--- config.mk ---
export PLATFORM = sky130hd
export DESIGN_NAME = hack_mmio_peripherals_flat
export DESIGN_NICKNAME = d
export VERILOG_FILES = /design/src/rtl/hack_mmio_peripherals_if.sv /design/src/rtl/hack_mmio_peripherals.sv /design/src/flat_wrapper.sv
export SDC_FILE = /design/constraint.sdc
export NUM_CORES = 1
export LEC_CHECK = 0
export ABC_AREA = 1
export ABC_CLOCK_PERIOD_IN_PS = 5050
export CAP_MARGIN = 25
export CORE_MARGIN = 2
export CORE_UTILIZATION = 45
export DETAILED_ROUTE_END_ITERATION = 8
export PLACE_DENSITY = 0.72
export SLEW_MARGIN = 20
export SYNTH_ARGS = -nofsm -noshare
export SYNTH_HDL_FRONTEND = slang
export SYNTH_SLANG_ARGS = --single-unit
--- constraint.sdc ---
create_clock -name clk -period 5.05 [get_ports clk]
set_clock_uncertainty 0.2 [all_clocks]
set_input_delay 1.2625 -clock clk [delete_from_list [all_inputs] [get_ports clk]]
set_output_delay 1.2625 -clock clk [all_outputs]
set_load 0.02 [all_outputs]
--- src/rtl/hack_mmio_peripherals_if.sv ---
// Hack CPU data-bus view of the MMIO peripheral window.
// master: CPU side, which drives the step strobe, address, write enable and write data.
// slave : peripheral side, which returns read data and the window select.
interface hack_mmio_peripherals_if #(
  parameter int WORD_WIDTH    = 16,
  parameter int ADDRESS_WIDTH = 15
);
  logic                     hack_step;
  logic [ADDRESS_WIDTH-1:0] hack_addressM;
  logic                     hack_writeM;
  logic [WORD_WIDTH-1:0]    hack_outM;
  logic [WORD_WIDTH-1:0]    hack_inM;
  logic                     sel;

  modport master (
    output hack_step, hack_addressM, hack_writeM, hack_outM,
    input  hack_inM, sel
  );
  modport slave (
    input  hack_step, hack_addressM, hack_writeM, hack_outM,
    output hack_inM, sel
  );
endinterface

--- src/rtl/hack_mmio_peripherals.sv ---
// Hack SoC memory-mapped peripheral block.
//   BASE     : keyboard FIFO head (a read with a step pops it)
//   BASE+1   : status {overflow, 0.., count} (a write clears overflow)
//   BASE+2+k : GPIO word register k
// Ports:
//   clk, reset          - system clock, synchronous active-high reset
//   hack_external_reset - external CPU reset request
//   subsystem_ready     - memories initialised; the CPU is held in reset while low
//   bus (slave)         - Hack data bus: step, addressM, writeM, outM, inM, sel
//   keycode             - live key code, 0 = no key
//   hack_reset          - CPU reset, held RESET_WAIT_STEPS steps after the sources clear
//   gpio                - flattened GPIO registers, channel k at [k*WORD_WIDTH +: WORD_WIDTH]
module hack_mmio_peripherals #(
  parameter int WORD_WIDTH       = 16,
  parameter int ADDRESS_WIDTH    = 15,
  parameter int BASE_ADDRESS     = 24576,
  parameter int GPIO_CHANNELS    = 2,
  parameter int KEY_FIFO_DEPTH   = 4,
  parameter int RESET_WAIT_STEPS = 2
) (
  input  logic                                clk,
  input  logic                                reset,
  input  logic                                hack_external_reset,
  input  logic                                subsystem_ready,
  hack_mmio_peripherals_if.slave              bus,
  input  logic [7:0]                          keycode,
  output logic                                hack_reset,
  output logic [GPIO_CHANNELS*WORD_WIDTH-1:0] gpio
);
  localparam int PTR_W   = $clog2(KEY_FIFO_DEPTH);
  localparam int COUNT_W = $clog2(KEY_FIFO_DEPTH + 1);
  localparam logic [ADDRESS_WIDTH-1:0] BASE_A = ADDRESS_WIDTH'(BASE_ADDRESS);
  localparam logic [ADDRESS_WIDTH-1:0] NREGS  = ADDRESS_WIDTH'(GPIO_CHANNELS + 2);

  // Reset sequencer: reload while any source is active, then count steps down.
  logic       src_rst;
  logic [3:0] wait_cnt;

  assign src_rst    = reset | hack_external_reset | ~subsystem_ready;
  assign hack_reset = src_rst | (wait_cnt != 4'd0);

  always_ff @(posedge clk) begin
    if (src_rst)                           wait_cnt <= 4'(RESET_WAIT_STEPS);
    else if (bus.hack_step && wait_cnt != 4'd0) wait_cnt <= wait_cnt - 4'd1;
  end

  // Decode. The offset wraps for addresses below BASE. The explicit >= check
  // keeps those addresses out of the window.
  logic [ADDRESS_WIDTH-1:0] off;
  logic acc_ok, wr_en, rd_en, is_key, is_stat;

  assign off     = bus.hack_addressM - BASE_A;
  assign bus.sel = (bus.hack_addressM >= BASE_A) && (off < NREGS);
  assign acc_ok  = bus.hack_step & ~hack_reset & bus.sel;
  assign wr_en   = acc_ok & bus.hack_writeM;
  assign rd_en   = acc_ok & ~bus.hack_writeM;
  assign is_key  = (off == '0);
  assign is_stat = (off == ADDRESS_WIDTH'(1));

  // GPIO registers
  logic [GPIO_CHANNELS-1:0][WORD_WIDTH-1:0] gpio_q;

  always_ff @(posedge clk) begin
    for (int k = 0; k < GPIO_CHANNELS; k++) begin
      if (hack_reset)                                gpio_q[k] <= '0;
      else if (wr_en && off == ADDRESS_WIDTH'(k + 2)) gpio_q[k] <= bus.hack_outM;
    end
  end
  assign gpio = gpio_q;

  // Keyboard capture and FIFO. A push is edge-like on the key code and does
  // not wait for a step.
  logic [7:0]         prev_key;
  logic [7:0]         fifo_mem [KEY_FIFO_DEPTH];
  logic [PTR_W-1:0]   wr_ptr, rd_ptr;
  logic [COUNT_W-1:0] count;
  logic               overflow;
  logic               key_push, pop, full, do_push, ovf_set, ovf_clr;

  assign key_push = (keycode != 8'd0) && (keycode != prev_key);
  assign full     = (count == COUNT_W'(KEY_FIFO_DEPTH));
  assign pop      = rd_en && is_key && (count != '0);
  // When the FIFO is full, a simultaneous pop frees a slot for the push.
  assign do_push  = key_push && (!full || pop);
  assign ovf_set  = key_push && full && !pop;
  assign ovf_clr  = wr_en && is_stat;

  always_ff @(posedge clk) begin
    if (reset) prev_key <= 8'd0;
    else       prev_key <= keycode;
  end

  always_ff @(posedge clk) begin
    if (do_push && !hack_reset) fifo_mem[wr_ptr] <= keycode;
  end

  always_ff @(posedge clk) begin
    if (hack_reset) begin
      wr_ptr   <= '0;
      rd_ptr   <= '0;
      count    <= '0;
      overflow <= 1'b0;
    end else begin
      if (do_push) wr_ptr <= wr_ptr + PTR_W'(1);
      if (pop)     rd_ptr <= rd_ptr + PTR_W'(1);
      count <= count + COUNT_W'(do_push) - COUNT_W'(pop);
      if (ovf_set)      overflow <= 1'b1;
      else if (ovf_clr) overflow <= 1'b0;
    end
  end

  // Read mux (combinational, zero latency)
  logic [WORD_WIDTH-1:0] rdata;

  always_comb begin
    rdata = '0;
    if (bus.sel) begin
      if (is_key) begin
        if (count != '0) rdata[7:0] = fifo_mem[rd_ptr];
      end else if (is_stat) begin
        rdata[WORD_WIDTH-1] = overflow;
        rdata[COUNT_W-1:0]  = count;
      end else begin
        for (int k = 0; k < GPIO_CHANNELS; k++)
          if (off == ADDRESS_WIDTH'(k + 2)) rdata = gpio_q[k];
      end
    end
  end
  assign bus.hack_inM = rdata;
endmodule

--- src/flat_wrapper.sv ---
// flat-port wrapper written by rule: the top's interface ports become plain ports
module hack_mmio_peripherals_flat 
#(
  parameter int WORD_WIDTH       = 16,
  parameter int ADDRESS_WIDTH    = 15,
  parameter int BASE_ADDRESS     = 24576,
  parameter int GPIO_CHANNELS    = 2,
  parameter int KEY_FIFO_DEPTH   = 4,
  parameter int RESET_WAIT_STEPS = 2
)
  (clk, reset, hack_external_reset, subsystem_ready, keycode, hack_reset, gpio, bus_hack_step, bus_hack_addressM, bus_hack_writeM, bus_hack_outM, bus_hack_inM, bus_sel);
  hack_mmio_peripherals_if #(.WORD_WIDTH(WORD_WIDTH), .ADDRESS_WIDTH(ADDRESS_WIDTH)) bus_i ();
  input  logic clk;
  input  logic reset;
  input  logic hack_external_reset;
  input  logic subsystem_ready;
  input  logic [7:0] keycode;
  output logic hack_reset;
  output logic [GPIO_CHANNELS*WORD_WIDTH-1:0] gpio;
  input wire logic [$bits(bus_i.hack_step)-1:0] bus_hack_step;
  input wire logic [$bits(bus_i.hack_addressM)-1:0] bus_hack_addressM;
  input wire logic [$bits(bus_i.hack_writeM)-1:0] bus_hack_writeM;
  input wire logic [$bits(bus_i.hack_outM)-1:0] bus_hack_outM;
  output wire logic [$bits(bus_i.hack_inM)-1:0] bus_hack_inM;
  output wire logic [$bits(bus_i.sel)-1:0] bus_sel;
  assign bus_i.hack_step = bus_hack_step;
  assign bus_i.hack_addressM = bus_hack_addressM;
  assign bus_i.hack_writeM = bus_hack_writeM;
  assign bus_i.hack_outM = bus_hack_outM;
  assign bus_hack_inM = bus_i.hack_inM;
  assign bus_sel = bus_i.sel;
  hack_mmio_peripherals #(.WORD_WIDTH(WORD_WIDTH), .ADDRESS_WIDTH(ADDRESS_WIDTH), .BASE_ADDRESS(BASE_ADDRESS), .GPIO_CHANNELS(GPIO_CHANNELS), .KEY_FIFO_DEPTH(KEY_FIFO_DEPTH), .RESET_WAIT_STEPS(RESET_WAIT_STEPS)) u_core (.clk(clk), .reset(reset), .hack_external_reset(hack_external_reset), .subsystem_ready(subsystem_ready), .bus(bus_i), .keycode(keycode), .hack_reset(hack_reset), .gpio(gpio));
endmodule
---- Yosys cells after proc, flatten, opt, wreduce, memory -nomap -nowiden ----
Memory sizes are Yosys's and may differ from the RTL's. A register that Yosys moved wholly into a read port is not among the register bits.
Index checks and enable logic that the tools add are counted.
cells by class
  add/subtract/negate cells ............... 6
  magnitude comparators ................... 2
  equal/unequal tests ..................... 5
  muxes and demuxes ....................... 15
  bitwise logic cells ..................... 10
  reductions and logical operators ........ 21
operator list
  cell                                                                   number
  16-bit 2-to-1 mux                                                      3
  15-bit by 2-bit == test with 1-bit output, second input constant       2
  8-bit 2-to-1 mux                                                       3
  15-bit by 1-bit == test with 1-bit output, second input constant       1
  15-bit greater-or-equal comparator, second input constant              1
  15-bit logical NOT                                                     1
  15-bit by 3-bit < comparator with 1-bit output, second input constant  1
  15-bit subtractor, second input constant                               1
  1-bit logical AND                                                      12
  12-bit 2-to-1 mux                                                      1
  8-bit inequality test                                                  1
  8-bit nonzero test                                                     1
  1-bit 2-to-1 mux                                                       5
  2-bit by 1-bit adder with 2-bit output, second input constant          2
  1-bit bitwise AND                                                      4
  2-bit 2-to-1 mux                                                       2
  4-bit nonzero test                                                     1
  4-bit by 1-bit subtractor with 4-bit output, second input constant     1
  3-bit by 1-bit adder with 3-bit output                                 1
  3-bit == test, second input constant                                   1
  1-bit logical NOT                                                      3
  3-bit 2-to-1 mux                                                       1
  1-bit NOT                                                              3
  1-bit OR                                                               3
  other kinds (4)                                                        4
storage, ports and cells
  bits in registers ....................... 52
  memory bits (writable) .................. 32
  input bits .............................. 45
  output and inout bits ................... 50
  logic and storage cells ................. 68
  memories kept ........................... 1
memories
  memory           depth  width  read ports  clocked after memory_dff  wr ports  RTL line                     source
  u_core.fifo_mem  4      8      1           1                         1         hack_mmio_peripherals.sv:74  logic [7:0] fifo_mem [KEY_FIFO_DEPTH];

---- Depth between registers and ports, before layout ----
  word-level depth ........................ 14
  gate-level depth with buffers ........... 16

---- Worst setup path after synthesis ----
Ideal clock, no wire load.
  kind .................................... in2out
  start point ............................. in bus_hack_addressM[13]
  end point ............................... out bus_hack_inM[3]
  arrival time ............................ 2,729 ps
  data required time ...................... 3,588 ps
  setup slack ............................. 859 ps
  stages .................................. 9
  cells stage by stage .................... ha_1 inv_1 nand2_1 nor2_4 nand2_1 inv_1 buf_2 nor2_1 nor3_1
on the way
  longest elaborated chain between the ends .. 7
RTL lines
  element                                    RTL line                      source
  start: declaration                         flat_wrapper.sv:21            input wire logic [$bits(bus_i.hack_addressM)-1:0] bus_hack_addressM;
  15-bit subtractor                          hack_mmio_peripherals.sv:52   assign off = bus.hack_addressM - BASE_A;
  15-bit by 2-bit == test with 1-bit output  hack_mmio_peripherals.sv:125  if (off == ADDRESS_WIDTH'(k + 2)) rdata = gpio_q[k];
  16-bit 2-to-1 mux (2 in a row)             hack_mmio_peripherals.sv:125
  12-bit 2-to-1 mux                          hack_mmio_peripherals.sv:120  end else if (is_stat) begin
  8-bit 2-to-1 mux                           hack_mmio_peripherals.sv:118  if (is_key) begin
  16-bit 2-to-1 mux *                        hack_mmio_peripherals.sv:117  if (bus.sel) begin
  end: declaration                           flat_wrapper.sv:24            output wire logic [$bits(bus_i.hack_inM)-1:0] bus_hack_inM;
Mark *: on every way between the ends. The rest lies on a longest branch, timed or not.

---- Worst setup path after layout ----
  start point ............................. in bus_hack_addressM[13]
  end point ............................... out bus_sel
on the way
  longest elaborated chain between the ends .. 3
RTL lines
  element                                         RTL line                     source
  15-bit subtractor                               hack_mmio_peripherals.sv:52
  15-bit by 3-bit < comparator with 1-bit output  hack_mmio_peripherals.sv:53  assign bus.sel = (bus.hack_addressM >= BASE_A) && (off < NREGS);
  1-bit logical AND *                             hack_mmio_peripherals.sv:53
  end: declaration                                flat_wrapper.sv:25           output wire logic [$bits(bus_i.sel)-1:0] bus_sel;
Marked as above.

==> summary.txt <==
Timing
  – Slew at the pin closest to its max-slew limit: 0.7416 ns
  – Final max-slew violation count: 0
  – Final WS setup: 0.3647 ns
  – Final hold vios: 0
  – Worst relative slew slack: 50.29%
  – Final setup fails: 0
  – Period Utilization, post-route: 92.78%
  – Fin crit period: 4.685 ns
  – RSZ-0062 raised after global routing: false
  – Maximum clock rate: 213.4 MHz

Floorplanning
  – Core ar.: 9240 um^2
  – Chip height: 101.4 um
  – DIE AREA: 10290 um^2
  – Num ports: 95
  – Die X: 101.4 um
  – Initial core utilization: 46.23%
  – Row count: 35

Placed design
  – GPL Wtd Cong: 0.8550
  – Cell Area, Placed: 5393 um^2
  – IO Port Bufs: 94
  – DP HPWL: 7.447 mm
  – Cells after DPL: 769
  – Pre-CTS setup slack: -0.05662 ns

Drt
  – Total number of vias: 3765
  – Pre-antenna DRT Iters: 4
  – Initial DRC Count: 184
  – Post-DRT Antenna Nets: 0
  – Drc violations: 0
  – Final wirelength: 10.20 mm
  – Wire per inst: 13.00 um
  – Via/cell ratio: 4.796

Clock tree
  – Hold_buf cts: 0
  – TritonCTS Buffers: 9
  – Clk sinks: 86
  – Clock buffer depth: 2
  – Clock Root Buffer: clkbuf_8
  – Worst-path clk slew: 0.09 ns
  – CTS tree: done
  – Post-CTS setup buffer count: 0
  – Worst-Skew Late Latency: 0.37 ns
  – H-tree levels: 3

Finish
  – Fillers: 812
  – Antenna cell count: 0
  – Area Growth Syn to Fin: 32.66%
  – Net count, final: 706
  – Ratio of cells with drive above 1 in the final layout: 8.841%
  – Fin cells: 785
  – Design area: 5667 um^2

GRT
  – Pin count of the biggest net entering global routing: 38
  – Antenna violations before repair: 0
  – Vias in the first global route: 3561
  – Global-route wire length before repair: 16.51 mm
  – GRT Total Usage: 20.41%
  – Global route overflow: 0

Run status
  – Status: finished, final reports clean

Setup path
  – Setup CP Type: in2out
  – Critical Path AT: 3.22 ns
  – CP startpoint: bus_hack_addressM[13]
  – R2R depth: 14
  – Worst setup SP type: input pin
  – R2r endpoint: u_core.count[2]$_SDFF_PP0_
  – Setup slack, reg-to-reg: 2.08 ns
  – Max FO, Critical Path: 7
  – Crit end category: primary output
  – CP Data Required Time: 3.59 ns
  – R2r startpoint: u_core.wait_cnt[0]$_SDFFE_PP0P_
  – Worst Setup EP: bus_sel

Logic synthesis
  – Main combinational cell family by area after synthesis: simple AND/OR/NAND/NOR gates
  – Mux cell area share after synthesis: 0%
  – Dominant synthesized flop cell: dfxtp_1
  – Synthesized area per cell: 7.809 um^2
  – Post-synthesis cell type count: 35
  – Post-synth EDFFs: 32
  – Ys async rst share: 0%
  – Synth warn: 0
  – Yosys reg bits: 86
  – Synthesized Nets: 602
  – Post-Syn Area: 4272 um^2
  – Synth Area in Adders: 3.105%
  – Simple-gate share of the synthesized area: 29.91%
  – Synth Area in Compound Gates: 7.616%
  – Seq/Total Area, Yosys: 47.80%
  – Cells after synthesis: 547
  – Synth Area in XOR/XNOR: 2.050%

Power
  – Static Leak: 2.722 nW
  – Combinational group share of total power: 5.6%
  – Final Total Pwr: 1.351 mW
  – Power density over the cells: 238.4 nW/um^2
  – Peak VDD IR: 255.4 uV
  – Sw frac: 22.44%
  – Clock share of power: 40.9%
  – Seq pwr share: 53.5%
  – Net Sw Power: 303.2 uW
  – Pint: 1.048 mW

Min path
  – Hold path depth: 2
  – Min-delay worst type: reg2reg

Job
  – Max Cap Viol: 0
## timing repair
action                                 in CTS  in global routing
endpoints found under the hold margin       0                  0
gates resized for setup                     2                 17
setup endpoints to repair                   9                 16
pin swaps                                   0                  0
## area by class of cell
type / instances / area, um^2 / share of cell area, %
clock inverters: 7 / 102.6 / 1.811
well taps: 129 / 161.4 / 2.848
repair buffers: 108 / 1099 / 19.39
inverters: 82 / 307.8 / 5.432
clock buffers: 9 / 123.9 / 2.186
flip-flops and latches: 86 / 2042 / 36.03
multi-input cells: 364 / 1831 / 32.30
## Yosys cell counts, types with 2 or more instances
| cell type | number | area [um^2] |
|---|---|---|
| a21oi_1 | 23 | 115.1 |
| a22oi_1 | 4 | 30.03 |
| buf_2 | 4 | 20.02 |
| buf_6 | 5 | 56.30 |
| clkbuf_1 | 6 | 22.52 |
| dfxtp_1 | 54 | 1081 |
| edfxtp_1 | 32 | 960.9 |
| ha_1 | 9 | 112.6 |
| inv_1 | 76 | 285.3 |
| inv_2 | 5 | 18.77 |
| nand2_1 | 114 | 427.9 |
| nand2_2 | 2 | 12.51 |
| nand3_1 | 21 | 105.1 |
| nand3_2 | 4 | 40.04 |
| nand4_1 | 5 | 31.28 |
| nand4_4 | 2 | 42.54 |
| nor2_1 | 118 | 442.9 |
| nor2_2 | 3 | 18.77 |
| nor2_8 | 2 | 40.04 |
| nor3_1 | 2 | 10.01 |
| nor3_2 | 4 | 40.04 |
| nor3b_1 | 2 | 15.01 |
| nor4_1 | 2 | 12.51 |
| o21ai_0 | 21 | 105.1 |
| o22ai_1 | 9 | 56.30 |
| xnor2_1 | 5 | 43.79 |
| xor2_1 | 5 | 43.79 |
## cells in the final DEF (no fill, tap or decap), drive strengths merged
cell type and count:
a22oi 4, clkinv 2, inv 84, buf 14, ha 9, nor3 7
dfxtp 54, a21oi 23, clkinvlp 1, nand4 7, clkdlybuf4s50 78, xnor2 5
bufinv 2, clkbuf 9, xor2 5, o21ai 22, nor2 124, nor4 2
fa 1, o21bai 1, o22ai 9, dlymetal6s2s 16, edfxtp 32, nand3 25
a31oi 1, nor3b 2, nand2 117
## kinds of logic after synthesis
| kind of cell | count (synthesis) |
|---|---|
| flops | 86 |
| xor+xnor | 10 |
| compound gates | 60 |
| simple gates | 284 |
| buf+inv | 97 |
| fa+ha+maj | 10 |
## metrics by stage
stage	hold WS, ns	setup TNS [ns]	util [%]
finish	0.2842	0	61.33
global route	0.3291	0	61.33
CTS	0.2870	0	60.89
detailed placement	0.2737	-0.3037	58.36
global placement	0.2623	-0.07695	58.36
floorplan	0.2433	0	-
## per-layer routing
layer / track usage, % / wire, um
met3: 4.417 / 528
met5: 0 / 0
met1: 26.53 / 4721
met4: 6.965 / 205
met2: 33.83 / 4748
## how the worst min path moves through the flow
| stage | to | slack, ns | start |
|---|---|---|---|
| after floorplan | u_core.wait_cnt[0]$_SDFFE_PP0P_ | 0.24 | u_core.wait_cnt[0]$_SDFFE_PP0P_ |
| after global placement | u_core.wait_cnt[0]$_SDFFE_PP0P_ | 0.26 | u_core.wait_cnt[0]$_SDFFE_PP0P_ |
| after detailed placement | u_core.overflow$_SDFFE_PP0P_ | 0.27 | u_core.overflow$_SDFFE_PP0P_ |
| after CTS | u_core.overflow$_SDFFE_PP0P_ | 0.29 | u_core.overflow$_SDFFE_PP0P_ |
| after global routing | u_core.overflow$_SDFFE_PP0P_ | 0.33 | u_core.overflow$_SDFFE_PP0P_ |
| final | u_core.overflow$_SDFFE_PP0P_ | 0.28 | u_core.overflow$_SDFFE_PP0P_ |
## power groups by stage
| stage | logic [mW] | clock network (mW) | registers [mW] |
|---|---|---|---|
| floorplan | 0.0258 | 0 | 0.739 |
| finish | 0.0753 | 0.552 | 0.723 |
| global placement | 0.0732 | 0 | 0.739 |
| CTS | 0.0757 | 0.560 | 0.723 |
| detailed placement | 0.0749 | 0 | 0.740 |
| global route | 0.0835 | 0.586 | 0.724 |
## critical path, stage by stage
cell,delay [ns]
clkdlybuf4s50_1,0.48
buf_4,0.11
inv_1,0.03
nor2_1,0.07
nand2_1,0.12
nor2_1,0.12
nor2_1,0.10
nor2_8,0.12
buf_4,0.18
clkdlybuf4s50_1,0.63
## flip-flops by register name (all words and copies together), names as in the netlist, named ones only
signal	flops
u_core.fifo_mem	32
u_core.wait_cnt	4
u_core.wr_ptr	2
u_core.rd_ptr	2
u_core.count	3
u_core.prev_key	8
u_core.gpio	32
u_core.overflow	1
Note: power is estimated with default switching activity, not from simulation.
